===== src/rtl/cache_line_mover.sv =====
// Line refill / writeback burst engine for one cache way: 8-beat memory bursts <-> single-cycle data array write.
// Optional build macro LINE_MOVER_PERF_EN adds refill/writeback/stall performance counters.
module cache_line_mover #(
    parameter int LINE_WIDTH     = 256,
    parameter int BEAT_WIDTH     = 32,
    parameter int SET_ADDR_WIDTH = 8
) (
    input  logic                      clk,
    input  logic                      resetn,
    input  logic                      cmd_valid,
    output logic                      cmd_ready,
    input  logic                      cmd_write,
    input  logic [31:0]               cmd_addr,
    input  logic [SET_ADDR_WIDTH-1:0] cmd_set,
    input  logic [LINE_WIDTH-1:0]     cmd_line,
    output logic                      mem_req_valid,
    input  logic                      mem_req_ready,
    output logic                      mem_req_wen,
    output logic [31:0]               mem_req_addr,
    output logic [BEAT_WIDTH-1:0]     mem_wdata,
    output logic                      mem_wvalid,
    output logic                      mem_wlast,
    input  logic                      mem_wready,
    input  logic [BEAT_WIDTH-1:0]     mem_rdata,
    input  logic                      mem_rvalid,
    input  logic                      mem_rlast,
    output logic                      mem_rready,
    output logic                      da_wen,
    output logic [SET_ADDR_WIDTH-1:0] da_waddr,
    output logic [LINE_WIDTH-1:0]     da_wdata,
    output logic                      done,
    output logic                      err,
`ifdef LINE_MOVER_PERF_EN
    output logic [31:0]               perf_refills,
    output logic [31:0]               perf_writebacks,
    output logic [31:0]               perf_stall_cycles,
`endif
    output logic [2:0]                dbg_state
);

    // Handshakes: a transfer happens on a rising clk edge where valid and ready are both high.
    typedef enum logic [2:0] {
        ST_IDLE  = 3'd0,
        ST_REQ   = 3'd1,
        ST_WBEAT = 3'd2,
        ST_RBEAT = 3'd3,
        ST_FILL  = 3'd4,
        ST_DONE  = 3'd5
    } state_t;

    state_t                    state, state_nx;
    logic                      is_write;
    logic [31:0]               addr_q;
    logic [SET_ADDR_WIDTH-1:0] set_q;
    logic [LINE_WIDTH-1:0]     line_q;
    logic [2:0]                cnt;
    logic                      err_q;

    always_ff @(posedge clk) begin
        if (!resetn) begin
            state    <= ST_IDLE;
            is_write <= 1'b0;
            addr_q   <= '0;
            set_q    <= '0;
            line_q   <= '0;
            cnt      <= '0;
            err_q    <= 1'b0;
        end else begin
            state <= state_nx;
            case (state)
                ST_IDLE: begin
                    if (cmd_valid) begin
                        is_write <= cmd_write;
                        addr_q   <= cmd_addr & 32'hFFFF_FFE0;
                        set_q    <= cmd_set;
                        line_q   <= cmd_line;
                        cnt      <= '0;
                    end
                end
                ST_WBEAT: begin
                    if (mem_wready) begin
                        line_q <= {{BEAT_WIDTH{1'b0}}, line_q[LINE_WIDTH-1:BEAT_WIDTH]};
                        cnt    <= cnt + 3'd1;
                    end
                end
                ST_RBEAT: begin
                    // Beats shift in from the top, so after eight beats beat k sits at word k.
                    if (mem_rvalid) begin
                        line_q <= {mem_rdata, line_q[LINE_WIDTH-1:BEAT_WIDTH]};
                        cnt    <= cnt + 3'd1;
                        if (mem_rlast != (cnt == 3'd7)) begin
                            err_q <= 1'b1;
                        end
                    end
                end
                ST_DONE: err_q <= 1'b0;
                default: ;
            endcase
        end
    end

    always_comb begin
        state_nx      = state;
        cmd_ready     = 1'b0;
        mem_req_valid = 1'b0;
        mem_req_wen   = 1'b0;
        mem_req_addr  = '0;
        mem_wvalid    = 1'b0;
        mem_wdata     = '0;
        mem_wlast     = 1'b0;
        mem_rready    = 1'b0;
        da_wen        = 1'b0;
        da_waddr      = '0;
        da_wdata      = '0;
        done          = 1'b0;
        err           = 1'b0;
        case (state)
            ST_IDLE: begin
                cmd_ready = 1'b1;
                if (cmd_valid) state_nx = ST_REQ;
            end
            ST_REQ: begin
                mem_req_valid = 1'b1;
                mem_req_wen   = is_write;
                mem_req_addr  = addr_q;
                if (mem_req_ready) state_nx = is_write ? ST_WBEAT : ST_RBEAT;
            end
            ST_WBEAT: begin
                mem_wvalid = 1'b1;
                mem_wdata  = line_q[BEAT_WIDTH-1:0];
                mem_wlast  = (cnt == 3'd7);
                if (mem_wready && cnt == 3'd7) state_nx = ST_DONE;
            end
            ST_RBEAT: begin
                mem_rready = 1'b1;
                // An early rlast abandons the line: the data array is left untouched.
                if (mem_rvalid) begin
                    if (mem_rlast && cnt != 3'd7) state_nx = ST_DONE;
                    else if (cnt == 3'd7)         state_nx = ST_FILL;
                end
            end
            ST_FILL: begin
                da_wen   = 1'b1;
                da_waddr = set_q;
                da_wdata = line_q;
                state_nx = ST_DONE;
            end
            ST_DONE: begin
                done     = 1'b1;
                err      = err_q;
                state_nx = ST_IDLE;
            end
            default: state_nx = ST_IDLE;
        endcase
    end

    assign dbg_state = state;

`ifdef LINE_MOVER_PERF_EN
    always_ff @(posedge clk) begin
        if (!resetn) begin
            perf_refills      <= '0;
            perf_writebacks   <= '0;
            perf_stall_cycles <= '0;
        end else begin
            if (state == ST_DONE && !is_write) perf_refills    <= perf_refills + 32'd1;
            if (state == ST_DONE &&  is_write) perf_writebacks <= perf_writebacks + 32'd1;
            if ((state == ST_REQ   && !mem_req_ready) ||
                (state == ST_WBEAT && !mem_wready)    ||
                (state == ST_RBEAT && !mem_rvalid)) begin
                perf_stall_cycles <= perf_stall_cycles + 32'd1;
            end
        end
    end
`endif

endmodule


===== config.mk =====
export PLATFORM = sky130hd
export DESIGN_NAME = cache_line_mover
export DESIGN_NICKNAME = d
export VERILOG_FILES = /design/src/rtl/cache_line_mover.sv
export SDC_FILE = /design/constraint.sdc
export NUM_CORES = 1
export LEC_CHECK = 0
export CORE_AREA = 2 2 266 268
export CTS_CLUSTER_SIZE = 28
export DETAILED_ROUTE_END_ITERATION = 10
export DIE_AREA = 0 0 268 270
export PLACE_DENSITY = 0.56
export SYNTH_ARGS = -nofsm -noshare
export SYNTH_HDL_FRONTEND = slang
export SYNTH_SLANG_ARGS = --single-unit

===== constraint.sdc =====
create_clock -name clk -period 1.9 [get_ports clk]
set_input_delay 0.38 -clock clk [delete_from_list [all_inputs] [get_ports clk]]
set_output_delay 0.38 -clock clk [all_outputs]
set_load 0.01 [all_outputs]

# Word level (Yosys, flattened, before mapping)
# Index checks and enable logic that the tools add are counted.
# op_classes
n_addsub,1
n_eq_ne,15
n_mux,32
n_reduce_logical,9
# ops
operator,n
256-bit 2-to-1 mux,4
256-bit case mux with 3 select lines,1
32-bit 2-to-1 mux,2
3-bit 2-to-1 mux,9
3-bit case mux with 5 select lines,1
1-bit 2-to-1 mux,12
"2-bit inequality test, second input constant",6
"3-bit == test, second input constant",3
3-bit case mux with 3 select lines,1
8-bit 2-to-1 mux,1
"3-bit by 2-bit == test with 1-bit output, second input constant",2
"3-bit inequality test, second input constant",2
5-bit AND reduction,1
4-bit AND reduction,1
"3-bit by 1-bit adder with 3-bit output, second input constant",1
"3-bit by 1-bit == test with 1-bit output, second input constant",1
3-bit logical NOT,1
3-bit AND reduction,1
3-bit nonzero test,1
1-bit logical AND,2
1-bit case mux with 2 select lines,1
2-bit AND reduction,1
2-bit nonzero test,1
1-bit inequality test,1
# word_totals
reg_bits,299
in_bits,336
output_inout_bits,340

# Logic depth before layout (Yosys ltp)
# Gate-level depths: netlist of run 1.
# depth
ltp_word,5
depth_mapped,9
mapped_depth_nobuf,8

# Worst setup path before layout of run 1
# OpenSTA, ideal clock, no wires.
# synth_path
kind,register -> output
start,register state[2] (netlist: dbg_state[2])
end,output port da_wdata[100]
t_arrival_ps,1607
setup_slack_ps,-87
path_stages_with_launch,6
path_buffers,4
path_cell_list,dfxtp_1 > clkbuf_1 > clkbuf_1 > clkbuf_1 > clkbuf_1 > and3_1
# synth_between
elab_chain_len,2
# synth_rtl
element,line,rtl
from (decl),51,"state_t state, state_nx;"
from (signal assigned),69,state <= state_nx;
3-bit == test,117,case (state)
256-bit 2-to-1 mux,117,
to (decl),30,"output logic [LINE_WIDTH-1:0] da_wdata,"
# Every way passes these cells.

# Worst setup path in the final report of run 1
# layout_path
start,register state[1] (netlist: dbg_state[1])
end,output port mem_req_addr[18]
# layout_between
elab_chain_len,2
# layout_rtl
element,line,rtl
3-bit by 1-bit == test with 1-bit output,117,
32-bit 2-to-1 mux,117,
to (decl),19,"output logic [31:0] mem_req_addr,"
# Every way passes these cells.

==> out/results.txt, run 1 <==
Layout Cells excl Fill: 3803
Via density: 5.01
global route overflow: 0
type of the worst min-delay path: primary input to flop
GP Congestion: 0.949
first-pass GRT wire length: 120000 um
largest area contributor in the netlist: dfxtp_1
clock buffers created by TritonCTS: 38
Synth top area share: 34.8%
Syn-to-layout area delta: 64.3%
Placement Setup Slack: -418 ps
failing checks: setup timing
ys flop type: dfxtp_1
vias in the first global route: 18707
Routed Wire Length: 85100 um
kind of critical path: flop to output pin
#FFs+latches synth: 299
wire length on met3: 5330 um
Tmin final: 2470 ps
top-count cell post-synth: nand2_1
RSZ-0062 raised after global routing: yes
Clock Root Buffer: clkbuf_16
placed cells: 3671
via count: 19041
drt first pass iters: 5
DP Wirelength: 63200 um
top routing layer in use: met5
num rows: 97
largest net degree at the start of global routing: 73
Iter 0 DRT Violations: 1349
CTS tree: built
Tot Pwr: 35.5 mW
Max-cap violations: 0
power per cell area: 1260 nW/um^2
Post-Syn Instances: 2112
initial antenna violation count: 16
routed len/inst: 22.4 um
Final ANT Viol Nets: 0
Metal-1 WL: 35700 um
Final WS setup: -565 ps
Clock transition at path regs: 60 ps
nets: 3166
post-synth design cell area: 17200 um^2
critical path fanouts, max: 5
area of the multi-input gates: 10600 um^2
met2 wire length: 40300 um
clock tree buffer depth: 3
register area share after synthesis: 34.8%
Seq. cell area: 5990 um^2
asr flop ratio synth: 0%
final worst-path cycle share: 130%
port bufs: 665
CP Capture Type: output pin
status: complete, but fails checks
maximum clock frequency: 0.406 GHz
I/O Pins: 676
share of layout cells above drive strength 1: 33.8%
Area contributors post-synth: dfxtp_1 35%, mux2_2 15%, and3_1 11%
CP startpoint kind: flop
Yosys Warn Count: 0
fill cell total of the finished layout: 7029
Fin. Hold Viols: 0
Static Leakage: 13.0 nW
clk_lat worst skew: 550 ps
Setup TNS: -196200 ps
Arrival @ worst endpoint: 2090 ps
CTS Hold Bufs: 0
die width: 268 um
Mean Syn Cell Area: 8.15 um^2
endpoints failing setup: 614
worst vdd ir: 0.795 mV
top post-synthesis cells by count: 365 x nand2_1, 299 x dfxtp_1, 296 x and3_1, 260 x o21ai_0, 226 x o211ai_1
DIE HEIGHT: 270 um
Worst Path Required: 1520 ps
Unique masters post-synth: 41
DRC viols: 0
fin. max-slew vios: 0
EDFF count, synth: 0
Clock Sink Count: 299
GRT Util Overall: 21.9%
initial core utilization: 24.8%
Die Area: 72400 um^2
H-tree Lvls: 2
Core Footprint: 69500 um^2
Worst Clk Skew: 18.5 ps
[metrics by stage]
stage                     hold slack, ps  util (%)  instance area (um^2)
after floorplan                      439         -                 17200
after global placement               447      37.7                 26200
after detailed placement             452      37.7                 26200
after CTS                            239      39.9                 27800
after global routing                 274      40.7                 28300
final                                270      40.7                 28300
[logic make-up after synthesis]
| logic type | synth area share (%) |
|---|---|
| flops | 34.8 |
| simple gates | 20.8 |
| fa+ha+maj | 0.363 |
| other cells | 0.0218 |
| buf+inv | 6.57 |
| compound gates | 22.7 |
| mux | 14.9 |
[cell usage in the layout (no fill, tap or decap), types with 3 or more instances in the layout]
cell and n:
buf_16 5, clkinvlp_4 3, diode_2 10, and2_1 13
buf_8 14, o21ai_0 260, nand2_1 365, bufinv_16 7
o21bai_1 32, clkbuf_1 7, clkdlybuf4s50_1 348, dlymetal6s2s_1 25
conb_1 5, clkbuf_8 3, a21boi_0 37, and3_1 214
clkinv_2 7, o211ai_1 226, buf_6 115, clkbuf_16 52
and2_4 20, and3_4 81, buf_12 55, mux2_2 224
dfxtp_1 296, buf_4 176, ha_1 5, buf_2 104
o211a_1 32, clkbuf_2 75
[final cells by class]
class	instances	share of cell area (%)
Antenna cell	10	0.0884
Clock buffer	49	3.69
Clock inverter	19	1.01
Inverter	4	0.0619
Multi-Input combinational cell	1548	37.6
Sequential cell	299	21.2
Tap cell	940	4.16
Timing Repair Buffer	934	32.2
[flip-flops by register name, summed over array words and instances (netlist names)]
| register | count |
|---|---|
| set_q | 8 |
| err_q | 1 |
| addr_q | 27 |
| dbg_state | 3 |
| is_write | 1 |
| line_q | 256 |
| cnt | 3 |
[critical path, stage by stage (launching register included)]
cell	delay (ps)
dfxtp_2	320
buf_6	120
buf_6	110
nor3_4	190
buf_6	160
clkbuf_16	120
buf_8	100
buf_6	90
buf_6	90
and2_4	130
buf_6	100
[final timing paths]
| path | from | to | slack, ps | cells after the start |
|---|---|---|---|---|
| max | dbg_state[1] | mem_req_addr[18] | -570 | 10 |
| max reg2reg | dbg_state[1] | line_q[195] | -420 | 12 |
| min | resetn | line_q[76] | 270 | 3 |
| min reg2reg | addr_q[12] | addr_q[12] | 460 | 2 |
[per-layer routing]
metal  vias to the layer above  GRT usage [%]
met2                       685           36.6
met5                         -              0
met4                        16           8.91
met1                      9149           27.0
met3                       160           4.77
li1                       9031              -
[power breakdown]
group | leakage (nW) | switching [mW] | internal, mW
clock | 0.646 | 3.04 | 4.84
combinational | 9.90 | 8.74 | 8.80
sequential | 2.46 | 1.99 | 8.12
total | 13.0 | 13.8 | 21.8
[timing repair]
| item | in CTS | in global routing |
|---|---|---|
| gates resized for setup | 280 | 928 |
| setup buffers | 8 | 30 |
| setup endpoints to repair | 583 | 613 |
| pin swaps | 1 | 29 |
| cloned | 6 | 14 |
Power figures use the tool's default switching activity.
==> run 2, diff against run 1 <==
Settings changed: RECOVER_POWER set to 50.
==> run 2 against run 1 <==
The run still ends with setup timing left. Total power hardly changed. First-iteration DRC count hardly changed. Non-clock buffer count stayed put. Largest power group unchanged. Critical path depth stayed put. Sequential power hardly changed. Sequential share of layout area stayed put. Routed wire length hardly changed. Highest routed layer unchanged. Clock power hardly changed. Sequential cell count stayed put. Worst setup slack better by 1.6 ps. Combinational power hardly changed.
==> out/results.txt, run 2 (synthesis results as in run 1) <==
first-pass GRT wire length: 120000 um (unchanged)
nets: 3166 (unchanged)
Worst Path Required: 1520 ps (about the same)
DP Wirelength: 63200 um (unchanged)
leading cell type in the layout, fill and taps excluded: nand2_1
CTS tree: built
Hold Crit Depth: 3 (unchanged)
most flop-heavy register: line_q
Syn-to-layout area delta: 64.3% (unchanged)
routed len/inst: 22.4 um (about the same)
Arrival @ worst endpoint: 2080 ps (about the same)
Tmin final: 2460 ps (-1.61 ps)
Die Area: 72400 um^2 (unchanged)
vias in the first global route: 18707 (unchanged)
wire length on met3: 5380 um (+0.77%)
kind of critical path: flop to output pin
fill cell total of the finished layout: 7029 (unchanged)
fin. max-slew vios: 0 (unchanged)
Routed Wire Length: 85100 um (about the same)
share of layout cells above drive strength 1: 33.8% (unchanged)
Clock transition at path regs: 60 ps (about the same)
Via density: 5.01 (about the same)
H-tree Lvls: 2 (unchanged)
Iter 0 DRT Violations: 1348 (-0.074%)
Max-cap violations: 0 (unchanged)
Tot Pwr: 35.5 mW (about the same)
Core Footprint: 69500 um^2 (unchanged)
drt first pass iters: 5 (unchanged)
DRC viols: 0 (unchanged)
global route overflow: 0 (unchanged)
worst vdd ir: 0.794 mV (-0.13%)
post-route cell area: 28300 um^2 (unchanged)
max reg flops: 256 (unchanged)
status: complete, but fails checks
CP Capture Type: output pin
Final ANT Viol Nets: 0 (unchanged)
endpoints failing setup: 614 (unchanged)
Seq. cell area: 5990 um^2 (unchanged)
Worst Clk Skew: 18.4 ps (-0.0827 ps)
Static Leakage: 13.0 nW (about the same)
Metal-1 WL: 35700 um (about the same)
largest registers: line_q: 256 flops, addr_q: 27 flops, set_q: 8 flops
port bufs: 665 (unchanged)
worst r2r path cells: 12 (unchanged)
initial core utilization: 24.8% (unchanged)
Finished Core Util: 40.7% (unchanged)
top routing layer in use: met5
RSZ-0062 raised after global routing: yes
GP Congestion: 0.949 (unchanged)
I/O Pins: 676 (unchanged)
failing checks: setup timing
clk_lat worst skew: 550 ps (about the same)
Post-DP Area: 26200 um^2 (unchanged)
clock buffers created by TritonCTS: 38 (unchanged)
Clock Sink Count: 299 (unchanged)
critical path fanouts, max: 5 (unchanged)
DIE HEIGHT: 270 um (unchanged)
GRT Util Overall: 21.9% (unchanged)
CP startpoint kind: flop
maximum clock frequency: 0.406 GHz (about the same)
die width: 268 um (unchanged)
Fin. Hold Viols: 0 (unchanged)
num rows: 97 (unchanged)
commonest non-fill, non-tap cells in the layout: 365 x nand2_1, 348 x clkdlybuf4s50_1, 296 x dfxtp_1
via count: 19056 (+0.079%)
area of the multi-input gates: 10600 um^2 (unchanged)
initial antenna violation count: 16 (unchanged)
clock tree buffer depth: 3 (unchanged)
met2 wire length: 40300 um (-0.15%)
Clock Root Buffer: clkbuf_16
largest net degree at the start of global routing: 73 (unchanged)
final worst-path cycle share: 130% (about the same)
power per cell area: 1260 nW/um^2 (about the same)
type of the worst min-delay path: primary input to flop
Final WS setup: -564 ps (+1.61 ps)
==> run 2: changes by cell type in the layout (fill, tap and decap cells not counted) <==
cell | previous run | this run
and2_0 | 0 | 1
and2_1 | 13 | 12
==> run 2: area by class of cell <==
type / instances / area share [%]
repair buffers: 934 / 32.2
clock buffers: 49 / 3.69
diodes: 10 / 0.0884
flip-flops and latches: 299 / 21.2
multi-input cells: 1548 / 37.6
clock inverters: 19 / 1.01
inverters: 4 / 0.0619
well taps: 940 / 4.16
==> run 2: timing repair <==
action | in CTS | in global routing
gates resized for setup | 280 | 928
hold buffers | 0 | 0
gates cloned | 6 | 14
buffers inserted | 8 | 30
setup endpoints to repair | 583 | 613
pin swaps | 1 | 29
==> run 2: stage by stage <==
stage	cells	TNS (ps)	worst slack (ps)	hold slack [ps]
5_1_grt	3801	-256140	-644	274
6_report	3803	-195970	-564	270
3_5_place_dp	3671	-131800	-418	452
2_1_floorplan	2116	0	55.0	439
4_1_cts	3753	-262420	-870	239
3_3_place_gp	3671	-131110	-417	447
==> run 2: where the power goes <==
part | switching, mW | internal [mW] | total [mW]
Clock | 3.04 | 4.84 | 7.88
Combinational | 8.74 | 8.80 | 17.5
Sequential | 1.99 | 8.12 | 10.1
==> run 2: worst paths after layout <==
check	end	slack (ps)	from
min reg2reg	addr_q[12]	460	addr_q[12]
max reg2reg	line_q[195]	-420	dbg_state[1]
min	line_q[76]	270	resetn
max	mem_req_addr[18]	-560	dbg_state[1]
==> run 2: critical path, cell delays in order, from the launching register on <==
cell and delay [ps]:
dfxtp_2 320, buf_6 120, buf_6 110, nor3_4 190, buf_6 160, clkbuf_16 120
buf_8 100, buf_6 90, buf_6 90, and2_4 130, buf_6 100
==> run 2: metal layers <==
metal	GRT usage (%)	up-vias
met4	8.91	16
met2	36.6	688
li1	-	9030
met5	0	-
met3	4.77	162
met1	27.0	9160
